File: src/rtl/block_data_memory.sv
// block_data_memory: 64 x 32-bit block store behind a fixed-latency
// request/busywait handshake. It is meant to sit below a cache.
//
// Handshake: the requester raises exactly one of read/write together with
// address (and writedata for writes). busywait rises combinationally in
// that same cycle. The request is latched on the next rising edge, and
// later changes on the inputs have no effect. busywait stays high for the
// whole access and drops in the single DONE cycle. For a read, readdata is
// valid from that DONE cycle until the next read completes. If both read
// and write are high, the pair is treated as no request.
//
// Optional build macro:
//   DMEM_CLEAR_ON_RESET_EN - when defined, every reset edge also zeroes all
//                            64 blocks. When undefined, block contents
//                            survive reset.
module block_data_memory #(
  parameter int LATENCY = 5
) (
  input  logic        clock,
  input  logic        reset,
  input  logic        read,
  input  logic        write,
  input  logic [5:0]  address,
  input  logic [31:0] writedata,
  output logic [31:0] readdata,
  output logic        busywait,
  output logic [1:0]  fsm_state
);

  typedef enum logic [1:0] {
    IDLE   = 2'd0,
    ACCESS = 2'd1,
    DONE   = 2'd2
  } state_t;

  state_t      state;
  state_t      next_state;
  logic [3:0]  cnt;
  logic        op_write;
  logic [5:0]  lat_addr;
  logic [31:0] lat_data;
  logic [31:0] mem [64];

  logic req_one;
  logic complete;

  // The request is legal only when exactly one of read/write is high.
  assign req_one  = read ^ write;
  // The access finishes on the edge where the latency counter reaches zero.
  assign complete = (state == ACCESS) && (cnt == 4'd0);

  // State register.
  always_ff @(posedge clock) begin
    if (!reset) begin
      state <= IDLE;
    end else begin
      state <= next_state;
    end
  end

  // Next-state logic: in DONE, read/write are ignored for one cycle.
  always_comb begin
    next_state = state;
    case (state)
      IDLE:    if (req_one) next_state = ACCESS;
      ACCESS:  if (cnt == 4'd0) next_state = DONE;
      DONE:    next_state = IDLE;
      default: next_state = IDLE;
    endcase
  end

  // Outputs: busywait is raised in the cycle the request appears.
  always_comb begin
    busywait  = 1'b0;
    fsm_state = state;
    if ((state == IDLE && req_one) || state == ACCESS) begin
      busywait = 1'b1;
    end
  end

  // Latch the request on acceptance and count down the latency.
  always_ff @(posedge clock) begin
    if (!reset) begin
      cnt      <= 4'd0;
      op_write <= 1'b0;
      lat_addr <= 6'd0;
      lat_data <= 32'd0;
    end else if (state == IDLE && req_one) begin
      cnt      <= 4'(LATENCY - 1);
      op_write <= write;
      lat_addr <= address;
      lat_data <= writedata;
    end else if (state == ACCESS && cnt != 4'd0) begin
      cnt <= cnt - 4'd1;
    end
  end

  // Read data register: loaded only when a read completes.
  always_ff @(posedge clock) begin
    if (!reset) begin
      readdata <= 32'd0;
    end else if (complete && !op_write) begin
      readdata <= mem[lat_addr];
    end
  end

`ifdef DMEM_CLEAR_ON_RESET_EN
  // Block array: cleared by reset, written when a write access completes.
  always_ff @(posedge clock) begin
    if (!reset) begin
      for (int i = 0; i < 64; i++) begin
        mem[i] <= 32'd0;
      end
    end else if (complete && op_write) begin
      mem[lat_addr] <= lat_data;
    end
  end
`else
  // Block array: kept across reset. A reset edge still blocks the commit,
  // so an access cut short by reset leaves the array untouched.
  always_ff @(posedge clock) begin
    if (reset && complete && op_write) begin
      mem[lat_addr] <= lat_data;
    end
  end
`endif

endmodule

File: config.mk
export PLATFORM = sky130hd
export DESIGN_NAME = block_data_memory
export DESIGN_NICKNAME = d
export VERILOG_FILES = /design/src/rtl/block_data_memory.sv
export SDC_FILE = /design/constraint.sdc
export NUM_CORES = 2
export LEC_CHECK = 0
export BUFFER_PORTS_ARGS = -buffer_cell sky130_fd_sc_hd__buf_2
export CORE_ASPECT_RATIO = 1.75
export CORE_UTILIZATION = 50
export CTS_CLUSTER_DIAMETER = 30
export DETAILED_ROUTE_END_ITERATION = 16
export GPL_ROUTABILITY_DRIVEN = 0
export HOLD_SLACK_MARGIN = 0.1
export PLACE_DENSITY = 0.65
export SLEW_MARGIN = 10
export SYNTH_ARGS = -nofsm -noshare
export SYNTH_HDL_FRONTEND = slang
export SYNTH_SLANG_ARGS = --single-unit
File: constraint.sdc
create_clock -name clock -period 4.7 [get_ports clock]
set_input_delay 0.705 -clock clock [delete_from_list [all_inputs] [get_ports clock]]
set_output_delay 0.705 -clock clock [all_outputs]
set_load 0.05 [all_outputs]
# After elaboration in Yosys (flattened, before gate mapping)
# Memory sizes are Yosys's and may differ from the RTL's. A register that Yosys moved wholly into a read port is not among the register bits.
# Index checks and enable logic that the tools add are counted.
dict set report totals {
  in_bits 42
  word_cells 36
  mem_bits_rw 2048
  mem_count 1
  register_bits 45
  output_inout_bits 35
}
# name depth word_bits read_ports rd_clocked_by_memory_dff write_ports line_no
set mem_list {}
lappend mem_list {mem 64 32 1 1 1 42} ;# logic [31:0] mem [64];
dict set report classes {
  reduce_logical 15
  n_bitwise 2
  mux 8
  n_eq_ne 3
  addsub 1
}
# cell count
set op_table {}
lappend op_table {{$logic_and 1x1->1} 6}
lappend op_table {{$mux 3} 2}
lappend op_table {{$logic_not 4->1} 1}
lappend op_table {{$mux 2} 2}
lappend op_table {{$ne 2x2->1 const B} 2}
lappend op_table {{$pmux 2 s2} 1}
lappend op_table {{$reduce_bool 4->1} 1}
lappend op_table {{$sub 4x1->4 const B} 1}
lappend op_table {{$mux 1} 3}
lappend op_table {{$eq 2x1->1 const B} 1}
lappend op_table {{$logic_not 1->1} 2}
lappend op_table {{$logic_not 2->1} 1}
lappend op_table {{$reduce_and 2->1} 1}
lappend op_table {{$reduce_bool 2->1} 1}
lappend op_table {{$reduce_or 2->1} 1}
lappend op_table {{$logic_or 1x1->1} 1}
lappend op_table {{$not 1->1} 1}
lappend op_table {{$xor 1x1->1} 1}

# Longest topological paths before layout
dict set report depth {
  word_depth 6
  depth_mapped 11
  ltp_nobuf 8
}

# Least setup slack after synthesis
# Ideal clock, no wire load.
dict set report synth_path {
  path_type {register to register}
  from {reg cnt[0]}
  to {mem mem[55][0], enable pin}
  path_slack_ns 1.191
  path_buffers 1
  arrival_time_ns 3.088
  setup_ns 0.421
  stages_incl_launch_ff 9
  required_ns 4.279
  synth_period_minus_slack_ns 3.509
  cell_sequence {dfxtp_1 > inv_1 > ha_1 > or3b_4 > nor3_1 > and2_1 > clkbuf_1 > nand3_1 > nor2_1}
}
dict set report synth_between {
  elab_chain_len 6
}
# item line_no
set synth_lines {}
lappend synth_lines {{start: declaration} 38} ;# logic [3:0] cnt;
lappend synth_lines {{start signal: assignment} 89} ;# cnt <= 4'(LATENCY - 1);
lappend synth_lines {{start signal: assignment} 94} ;# cnt <= cnt - 4'd1;
lappend synth_lines {{$logic_not 4->1} 50} ;# assign complete = (state == ACCESS) && (cnt == 4'd0);
lappend synth_lines {{$logic_and 1x1->1} 50}
lappend synth_lines {{$logic_and 1x1->1 (2 in series)} 122} ;# if (reset && complete && op_write) begin
lappend synth_lines {{$mux 1} 122}
lappend synth_lines {{$mux 1 (implied by the code)} 123} ;# mem[lat_addr] <= lat_data;
lappend synth_lines {{end: declaration} 42}
# No other way between the ends.

==> results.md <==
- Post-synth EDFFs: 2,048
- RSZ-0062 raised after global routing: false
- P_sw: 11.3 mW
- Finished Layout Cells: 7,230
- Vias per inst: 6.86
- Setup violators final: 0
- Largest net degree at the start of global routing: 84
- Setup TNS: 0 ns
- Worst Max-Slew Pin Slew: 1.45 ns
- Cell Int Power: 32.5 mW
- Final Hold Slack: 0.132 ns
- Period utilisation layout: 98.8%
- Seq pwr share: 48.9%
- CTS H-Tree Depth: 4
- Critical R2R Capture: readdata[18]
- Layout area overhead: 15.5%
- Clock sinks: 2,125
- Overall routing resource usage: 34.3%
- WS Path Type: reg -> reg
- Worst reg-to-reg setup slack: 0.06 ns
- Yosys reg bits: 2,125
- Hold path depth: 3
- Simple-gate portion of the synthesized area: 2.59%
- Nets: 4,906
- Leak Pwr: 29.5 nW
- # rows: 195
- Vias: 49,600
- Synth Area in Compound Gates: 9.94%
- Floorplan core area: 162,000 um^2
- Combinational group share of total power: 10.1%
- Post-synthesis mux area share: 7.93%
- I/O Pins: 77
- Area post-placement: 86,400 um^2
- Status: finished, final reports clean
- Buffers on Ports: 76
- Clock power frac: 41.0%
- Post_cts resized: 0
- Final Instance Area: 94,200 um^2
- Cells after synthesis: 4,558
- Max-slew violation count: 0
- Root buffer cell: clkbuf_16
- Overall Power: 43.8 mW
- P per Cell Area: 465 nW/um^2
- Post-synth ARST share: 0%
- Origin of the critical flop-to-flop path: lat_addr[4]
- Layout cells sized above 1: 23.5%
- Crit end category: flip-flop
- DP Wirelength: 171 mm
- Final Hold Violating Endpoints: 0
- Post-route ant nets: 0
- Largest family of logic cells by synthesized area: compound AO/OA/AOI/OAI gates
- Clock latency on the worst-skew pair: 0.88 ns
- TritonCTS clock tree: built
- Critical path launch point type: flip-flop
- Hold_buf cts: 28
- Global route total overflow: 0
- Setup Fix Bufs, Post-CTS: 0
- CTS buffer count: 222
- Initial Util: 50.5%
- Total wire length: 282 mm
- Initial antenna violation count: 36
- HP Class: in -> reg
- Net count after synthesis: 4,602
- Number of max-cap violations: 0
- Xor and xnor area share after synthesis: 0.0429%
- Peak supply drop: 0.000318 V
- R2R depth: 7
- Crit path max fanout: 18
- Register Area: 63,100 um^2
- Sequential fraction of the synthesis area: 77.3%
- Fill count: 12,100
- Layout Skew: 0.0526 ns
- Multi-input combinational cell area: 17,400 um^2
- Ys flop type: edfxtp_1
- Reg clk slew, reported paths: 0.06 ns
- Synthesized area: 81,600 um^2
- Synth Warn #: 0
- Hold Startpoint: writedata[10]
- CP required: 5.39 ns
- Vias in the first global route: 47,900
- Die Y: 536 um
- Hold EP: lat_data[10]
- WP data arrival: 5.34 ns
- Die Wd: 307 um
- Slew margin rel.: 3.55%
- Average wire per standard cell: 39.0 um
- Placed insts: 6,776
- F_max: 215 MHz
- Adder-cell share of the synthesized area: 0.0307%
- Starting DRC count in detailed routing: 7,621
- Distinct cells, synth: 76
- Syn_area_per_cell: 17.9 um^2
- Clk buf depth: 4
- Die area: 165,000 um^2
- First-pass GRT wire length: 386 mm
- Sw Share: 25.7%
- Drt first pass iters: 8
- # DRC: 0
- Post-layout min period: 4.64 ns
## metrics by stage
stage | setup WS [ns] | util (%)
global placement | 0.555 | 53.5
detailed placement | 0.846 | 53.5
floorplan | 1.19 | -
global route | 0.335 | 58.3
CTS | 0.830 | 58.3
finish | 0.0579 | 58.3
## routing by layer
layer | up-vias | global-route usage (%) | part of all wire (%)
met5 | - | 0.145 | 0.077
met4 | 32 | 27.2 | 9.6
met3 | 1038 | 9.16 | 13
met2 | 3966 | 52.7 | 46
met1 | 25100 | 40.9 | 32
li1 | 19400 | - | -
## worst max-delay path, stage by stage, from the launching register on
cell and delay [ns]:
dfxtp_1 1.13, nand3b_1 0.81, nor2_1 0.30, a21oi_1 1.17, o21ai_0 0.47, nor3_1 0.26
buf_4 0.21, a31oi_1 0.10
## cells by family after synthesis
family | after synthesis
muxes | 479
AOI/OAI and AO/OA | 1124
adders and majority gates | 2
and+or+nand+nor | 487
DFF | 2125
buffers and inverters | 337
xor gates and xnor gates | 4
## power groups by stage
stage	combinational [mW]	sequential (mW)	clock (mW)
3_3_place_gp	4.18	21.8	0
2_1_floorplan	1.97	21.9	0
4_1_cts	4.26	21.4	18.0
5_1_grt	4.45	21.4	18.7
3_5_place_dp	4.23	21.8	0
6_report	4.43	21.4	17.9
## layout make-up
class                           instances  share of cell area (%)
Antenna cell                           16                  0.0425
Clock buffer                          252                    6.07
Clock inverter                        157                    1.84
Inverter                                6                  0.0345
Multi-Input combinational cell       2096                    18.4
Sequential cell                      2125                    67.0
Tap cell                             2167                    2.88
Timing Repair Buffer                  411                    3.75
## sequential cells by signal, summed over array words and instances (netlist names)
name,count
readdata,32
lat_data,32
lat_addr,6
fsm_state,2
op_write,1
cnt,4
mem,2048
## synthesized netlist by cell type, types with 13 or more instances
cell type,count,area [um^2]
a211oi_1,14,105
a21oi_1,189,946
a221o_1,36,360
a221oi_1,245,2150
a22o_1,65,569
a22oi_1,190,1430
a31oi_1,41,257
buf_1,28,105
buf_2,130,651
buf_4,52,390
buf_6,21,236
clkbuf_1,99,372
dfxtp_1,77,1540
edfxtp_1,2048,61500
mux2_2,186,2090
mux2i_1,178,1780
mux4_2,115,2590
nand2_1,185,694
nand3_1,14,70.1
nor2_1,195,732
nor3_1,25,125
o21ai_0,132,661
o221ai_1,13,114
o22a_1,17,149
o22ai_1,90,563
o2bb2ai_1,17,149
## cells in the final DEF (no fill, tap or decap), drive strengths merged, types with 65 or more instances in the layout
master	n
mux4	115
o21ai	134
mux2i	178
clkbuf	252
edfxtp	2048
a21oi	189
buf	383
mux2	186
a22oi	190
o22ai	90
dfxtp	77
clkinv	71
a22o	65
nand2	185
nor2	197
a221oi	245
## worst max path at each step
| stage | startpoint | end | slack, ns |
|---|---|---|---|
| floorplan | cnt[0] | mem[55][0] | 1.19 |
| global placement | lat_addr[4] | readdata[4] | 0.56 |
| detailed placement | lat_addr[4] | readdata[4] | 0.85 |
| CTS | lat_addr[3] | readdata[1] | 0.83 |
| global route | lat_addr[3] | readdata[1] | 0.34 |
| finish | lat_addr[4] | readdata[18] | 0.06 |
Power figures use the tool's default switching activity.
